## config.mk

```make
export PLATFORM = sky130hd
export DESIGN_NAME = spongent_round_counter
export DESIGN_NICKNAME = d
export VERILOG_FILES = /design/src/rtl/spongent_pkg.sv /design/src/rtl/spongent_lfsr_core.sv /design/src/rtl/spongent_round_counter.sv
export SDC_FILE = /design/constraint.sdc
export NUM_CORES = 1
export LEC_CHECK = 0
export CAP_MARGIN = 20
export CORE_MARGIN = 1
export CORE_UTILIZATION = 35
export CTS_CLUSTER_DIAMETER = 30
export DETAILED_ROUTE_END_ITERATION = 8
export GPL_TIMING_DRIVEN = 0
export PLACE_DENSITY_LB_ADDON = 0.2
export RECOVER_POWER = 50
export SYNTH_ARGS = -nofsm -noshare
export SYNTH_HDL_FRONTEND = slang
export SYNTH_SLANG_ARGS = --single-unit
```

## constraint.sdc

```tcl
create_clock -name clk -period 1.1 [get_ports clk]
set_input_delay 0.275 -clock clk [delete_from_list [all_inputs] [get_ports clk]]
set_output_delay 0.275 -clock clk [all_outputs]
set_load 0.05 [all_outputs]
```

## src/rtl/spongent_pkg.sv

```systemverilog
// Shared Spongent round-constant definitions: per-variant LFSR constants, controller state
// type and the bit-reversal helper used to align the reversed constant.
package spongent_pkg;

    // Spongent-88
    localparam int unsigned SPONGENT88_LFSR_W  = 6;
    localparam logic [5:0]  SPONGENT88_TAPS    = 6'b110000;
    localparam logic [5:0]  SPONGENT88_INIT    = 6'h05;
    localparam int unsigned SPONGENT88_ROUNDS  = 45;

    // Spongent-128
    localparam int unsigned SPONGENT128_LFSR_W = 7;
    localparam logic [6:0]  SPONGENT128_TAPS   = 7'b1100000;
    localparam logic [6:0]  SPONGENT128_INIT   = 7'h7A;
    localparam int unsigned SPONGENT128_ROUNDS = 70;

    // Spongent-160
    localparam int unsigned SPONGENT160_LFSR_W = 7;
    localparam logic [6:0]  SPONGENT160_TAPS   = 7'b1100000;
    localparam logic [6:0]  SPONGENT160_INIT   = 7'h45;
    localparam int unsigned SPONGENT160_ROUNDS = 90;

    // Spongent-224
    localparam int unsigned SPONGENT224_LFSR_W = 8;
    localparam logic [7:0]  SPONGENT224_TAPS   = 8'b10001110;
    localparam logic [7:0]  SPONGENT224_INIT   = 8'h01;
    localparam int unsigned SPONGENT224_ROUNDS = 120;

    // Spongent-256
    localparam int unsigned SPONGENT256_LFSR_W = 9;
    localparam logic [8:0]  SPONGENT256_TAPS   = 9'b100010000;
    localparam logic [8:0]  SPONGENT256_INIT   = 9'h9E;
    localparam int unsigned SPONGENT256_ROUNDS = 140;

    // Widest value bit_reverse can handle.
    localparam int unsigned MaxRevW    = 32;
    localparam int unsigned MaxRevIdxW = $clog2(MaxRevW);

    typedef enum logic [0:0] {
        StIdle,
        StRun
    } rc_state_e;

    // Reverses the low w bits of v into the low w bits of the result; upper bits are zero.
    function automatic logic [MaxRevW-1:0] bit_reverse(input logic [MaxRevW-1:0] v,
                                                       input int unsigned       w);
        logic [MaxRevW-1:0] r;
        r = '0;
        for (int unsigned i = 0; i < MaxRevW; i++) begin
            if (i < w) begin
                r[MaxRevIdxW'(w - 1 - i)] = v[MaxRevIdxW'(i)];
            end
        end
        return r;
    endfunction

endpackage

```

## src/rtl/spongent_lfsr_core.sv

```systemverilog
// Round-counter LFSR: left-shifting Fibonacci register with a tap mask, reloadable to INIT.
module spongent_lfsr_core #(
    parameter int unsigned       LFSR_W = 6,
    parameter logic [LFSR_W-1:0] TAPS   = LFSR_W'(6'b110000),
    parameter logic [LFSR_W-1:0] INIT   = LFSR_W'(6'h05)
) (
    input  logic              clk,
    input  logic              rst,
    input  logic              load,
    input  logic              en,
    output logic [LFSR_W-1:0] state
);

    logic fb;

    assign fb = ^(state & TAPS);

    always_ff @(posedge clk) begin
        if (rst || load) begin
            state <= INIT;
        end else if (en) begin
            state <= {state[LFSR_W-2:0], fb};
        end
    end

endmodule

```

## src/rtl/spongent_round_counter.sv

```systemverilog
// Spongent round-constant generator: start/step controlled LFSR with round index, aligned
// forward/reversed constants, last-round, done and lock-up flags.
module spongent_round_counter
    import spongent_pkg::*;
#(
    parameter int unsigned       LFSR_W = SPONGENT88_LFSR_W,
    parameter logic [LFSR_W-1:0] TAPS   = LFSR_W'(SPONGENT88_TAPS),
    parameter logic [LFSR_W-1:0] INIT   = LFSR_W'(SPONGENT88_INIT),
    parameter int unsigned       ROUNDS = SPONGENT88_ROUNDS,
    parameter int unsigned       OUT_W  = 16,
    parameter int unsigned       IDX_W  = (ROUNDS > 1) ? $clog2(ROUNDS) : 1
) (
    input  logic             clk,
    input  logic             rst,
    input  logic             start,
    input  logic             step,
    output logic             busy,
    output logic [IDX_W-1:0] round_idx,
    output logic [OUT_W-1:0] lc,
    output logic [OUT_W-1:0] lc_rev,
    output logic             last,
    output logic             done,
    output logic             err
);

    if (OUT_W < LFSR_W) begin : g_chk_out_w
        $error("OUT_W must be >= LFSR_W");
    end
    if (OUT_W > MaxRevW || LFSR_W < 2) begin : g_chk_range
        $error("LFSR_W must be >= 2 and OUT_W must not exceed MaxRevW");
    end
    if (TAPS[LFSR_W-1] != 1'b1) begin : g_chk_taps
        $error("TAPS must include the MSB of the LFSR");
    end
    if (INIT == '0) begin : g_chk_init
        $error("INIT must be non-zero");
    end
    if (ROUNDS < 1) begin : g_chk_rounds
        $error("ROUNDS must be >= 1");
    end

    localparam logic [IDX_W-1:0] LastIdx = IDX_W'(ROUNDS - 1);

    rc_state_e          fsm;
    logic [IDX_W-1:0]   idx_q;
    logic               done_q;
    logic               err_q;
    logic [LFSR_W-1:0]  state;
    logic               busy_w;
    logic               at_last;
    logic               fire;
    logic               lfsr_load;
    logic               lfsr_en;
    logic [MaxRevW-1:0] rev_full;

    assign busy_w  = (fsm == StRun);
    assign at_last = (idx_q == LastIdx);
    // start beats step, so a step in the same cycle as start never advances anything.
    assign fire    = busy_w && step && !start;

    // The final step reloads INIT so the next call begins from a known state.
    assign lfsr_load = start || (fire && at_last);
    assign lfsr_en   = fire && !at_last;

    spongent_lfsr_core #(
        .LFSR_W (LFSR_W),
        .TAPS   (TAPS),
        .INIT   (INIT)
    ) u_lfsr (
        .clk   (clk),
        .rst   (rst),
        .load  (lfsr_load),
        .en    (lfsr_en),
        .state (state)
    );

    always_ff @(posedge clk) begin
        if (rst) begin
            fsm    <= StIdle;
            idx_q  <= '0;
            done_q <= 1'b0;
            err_q  <= 1'b0;
        end else begin
            done_q <= 1'b0;
            if (busy_w && (state == '0)) begin
                err_q <= 1'b1;
            end
            case (fsm)
                StIdle: begin
                    if (start) begin
                        fsm   <= StRun;
                        idx_q <= '0;
                    end
                end
                StRun: begin
                    if (start) begin
                        idx_q <= '0;
                    end else if (step) begin
                        if (at_last) begin
                            fsm    <= StIdle;
                            idx_q  <= '0;
                            done_q <= 1'b1;
                        end else begin
                            idx_q <= idx_q + IDX_W'(1);
                        end
                    end
                end
                default: begin
                    fsm   <= StIdle;
                    idx_q <= '0;
                end
            endcase
        end
    end

    always_comb begin
        rev_full = bit_reverse(MaxRevW'(state), LFSR_W);
        lc       = OUT_W'(state);
        lc_rev   = OUT_W'(rev_full << (OUT_W - LFSR_W));
    end

    assign busy      = busy_w;
    assign round_idx = idx_q;
    assign last      = busy_w && at_last;
    assign done      = done_q;
    assign err       = err_q;

endmodule

```

==> reports/qor.txt <==
run status: finished with violations
failing checks: negative setup slack
Core Area: 2480 um2
number of diodes: 0
Die W: 53.0 um
Top Ports: 46
Reg power frac: 43.4%
GR Util All Layers: 17.5%
fin. max-slew vios: 0
Setup crit start: round_idx[4]
Synth Register Bits: 15
largest net degree at the start of global routing: 11
vias in the first global route: 782
Hold Startpoint: rst
Worst path max stage delay: 0.35 ns
post-route cell area: 1730 um2
Data arrival, critical path: 1.24 ns
sequential area share after synthesis: 33.0%
Die Area: 2810 um2
RSZ-0062 raised after global routing: yes
clock root buffer: clkbuf_4
Net Sw Power: 0.449 mW
IO Port Bufs: 25
# rows: 18
cell area after synthesis: 911 um2
CTS Hold Buffers Added: 0
Iteration-0 DRC Markers: 23
final hold violations: 0
Hold Crit Class: input pin to flip-flop
Comb power frac: 31.5%
Pleak: 0.784 nW
Yosys warning count: 0
Area Overhead vs Synth: 89.4%
slowest stage cell, crit path: dfxtp_4
Fin Hold WS: 0.361 ns
Worst setup SP type: flip-flop
Fmax achieved: 0.660 GHz
setup ws final: -0.415 ns
FILL cells: 185
DPL Wire Length: 1.55 mm
layout net count: 188
crit-path cells: and4b_2 > and3_4 > buf_8
Mapped Cells: 113
period utilization: 138%
worst path required time: 0.82 ns
gr ovfl total: 0
WL final: 2.47 mm
crit-path max FO: 3
via count: 965
first-pass GRT wire length: 3.61 mm
crit path kind: flip-flop to output pin
drt via density: 4.60
drt pass-1 iters: 4
worst vdd rail ir drop: 0.582 mV
H-tree Lvls: 1
antenna violations before repair: 0
TritonCTS clock tree: built
worst r2r src: round_idx[5]
clk slew on worst S/H paths: 0.09 ns
# DRC: 0
fin crit period: 1.51 ns
Sinks on Clock Net: 15
layout cells sized above 1: 61.1%
library cells used by synthesis: 29
Int Power: 0.795 mW
ANT nets after route: 0
max-cap viol count: 0
crit path capture type: output pin
dpl cell area: 1330 um2
Switching Share: 36.1%
Final setup viols: 26
TritonCTS buffer count: 3
CTS Buffer Depth: 2
Worst-Skew Late Latency: 0.28 ns
synthesized area per cell: 8.06 um2
die height: 53.0 um
PD cells: 721 nW/um2
Starting Density: 36.8%
GP Congestion: 0.748
clock network power share: 25.1%
Fin Clk Skew: 0.00169 ns
drt wl/cell: 11.8 um
metal layers:
metal  routed length [um]  track usage, %
met1                 1080            21.4
met4                   21            6.58
met3                  132            2.59
met5                    0               0
met2                 1230            30.6
kinds of logic (layout without fill, tap and decap cells):
family                     Yosys count  after routing  share of synthesized area [%]
AOI/OAI and AO/OA                   25             25                           17.9
adders and majority gates            3              3                           4.12
buffers and inverters               36             84                           25.7
DFF                                 15             15                           33.0
other                                1             20                          0.412
and+or+nand+nor                     33             33                           19.0
worst max-delay path, delay by kind of cell (launching register included):
| kind | cells | cell delay [ns] |
|---|---|---|
| and+or+nand+nor | 2 | 0.47 |
| DFF | 1 | 0.35 |
| buffers and inverters | 1 | 0.14 |
state kept, by name (all words and copies together), names as in the netlist:
name	count
round_idx	6
u_lfsr.state	6
busy	1
done	1
err	1
power groups by stage:
stage               combinational, mW  sequential, mW  clock, mW
finish                          0.392           0.540      0.312
global route                    0.411           0.542      0.345
CTS                             0.369           0.540      0.330
detailed placement              0.347           0.559          0
global placement                0.344           0.559          0
floorplan                       0.267           0.585          0
final cells by class:
type                            count  area (um2)  share of cell area, %
Buffer                             29         241                   14.0
Tap cell                           30        37.5                   2.18
Multi-Input combinational cell     81         523                   30.3
Inverter                            7        31.3                   1.81
Sequential cell                    15         350                   20.3
Timing Repair Buffer               44         515                   29.9
Clock buffer                        4        26.3                   1.52
worst paths after layout:
check / to / slack (ns) / cells past startpoint
worst max-delay path: last / -0.41 / 3
worst min-delay path: err / 0.36 / 2
worst max register to register: round_idx[5] / -0.23 / 4
worst min register to register: err / 0.50 / 2
synthesized netlist by cell type:
cell,n,area [um2]
a31oi_1,3,18.8
a41o_1,1,10.0
nor4_1,2,12.5
or3_2,1,7.51
a21oi_1,7,35.0
nor2_1,7,26.3
ha_1,3,37.5
nand2_1,11,41.3
nand4_1,1,6.26
and3_2,1,7.51
a21o_1,1,7.51
nor3_1,2,10.0
a311oi_1,1,8.76
buf_4,26,195
or2_2,1,6.26
or4_1,1,7.51
nand4b_1,1,8.76
o211ai_1,6,45.0
dfxtp_1,15,300
and2_2,1,7.51
o21ai_0,3,15.0
clkbuf_1,2,7.51
inv_1,7,26.3
nand3_1,2,10.0
a211oi_1,3,22.5
buf_2,1,5.00
and4_2,1,10.0
and4b_2,1,11.3
conb_1,1,3.75
cells in the final DEF, fill, tap and decap left out, types with 2 or more instances in the layout:
| cell | n |
|---|---|
| a31oi_1 | 3 |
| inv_4 | 2 |
| a21oi_1 | 7 |
| buf_8 | 19 |
| inv_2 | 2 |
| inv_1 | 3 |
| o211ai_1 | 6 |
| buf_6 | 17 |
| a211oi_2 | 3 |
| conb_1 | 20 |
| nor4_2 | 2 |
| nor2_1 | 7 |
| buf_4 | 30 |
| buf_2 | 2 |
| dfxtp_4 | 13 |
| nand2_1 | 8 |
| dlygate4sd2_1 | 3 |
| nand2_2 | 3 |
| clkbuf_4 | 3 |
| o21ai_1 | 2 |
repair_timing:
action	4_1_cts	5_1_grt
resized for setup	184	28
pin swaps	7	9
buffers inserted	10	10
hold endpoints to repair	0	0
setup endpoints to repair	36	34
stage by stage:
| step | utilization, % | setup slack [ns] | power (mW) | cells | setup TNS, ns |
|---|---|---|---|---|---|
| floorplan | - | -0.197 | 0.853 | 132 | -0.653 |
| global placement | 53.8 | -0.837 | 0.903 | 187 | -14.56 |
| detailed placement | 53.8 | -0.837 | 0.906 | 187 | -14.84 |
| CTS | 63.2 | -0.428 | 1.24 | 201 | -2.75 |
| global route | 69.6 | -0.463 | 1.30 | 210 | -3.60 |
| finish | 69.6 | -0.415 | 1.24 | 210 | -2.49 |
No activity file was read; power rests on OpenSTA's default activity.
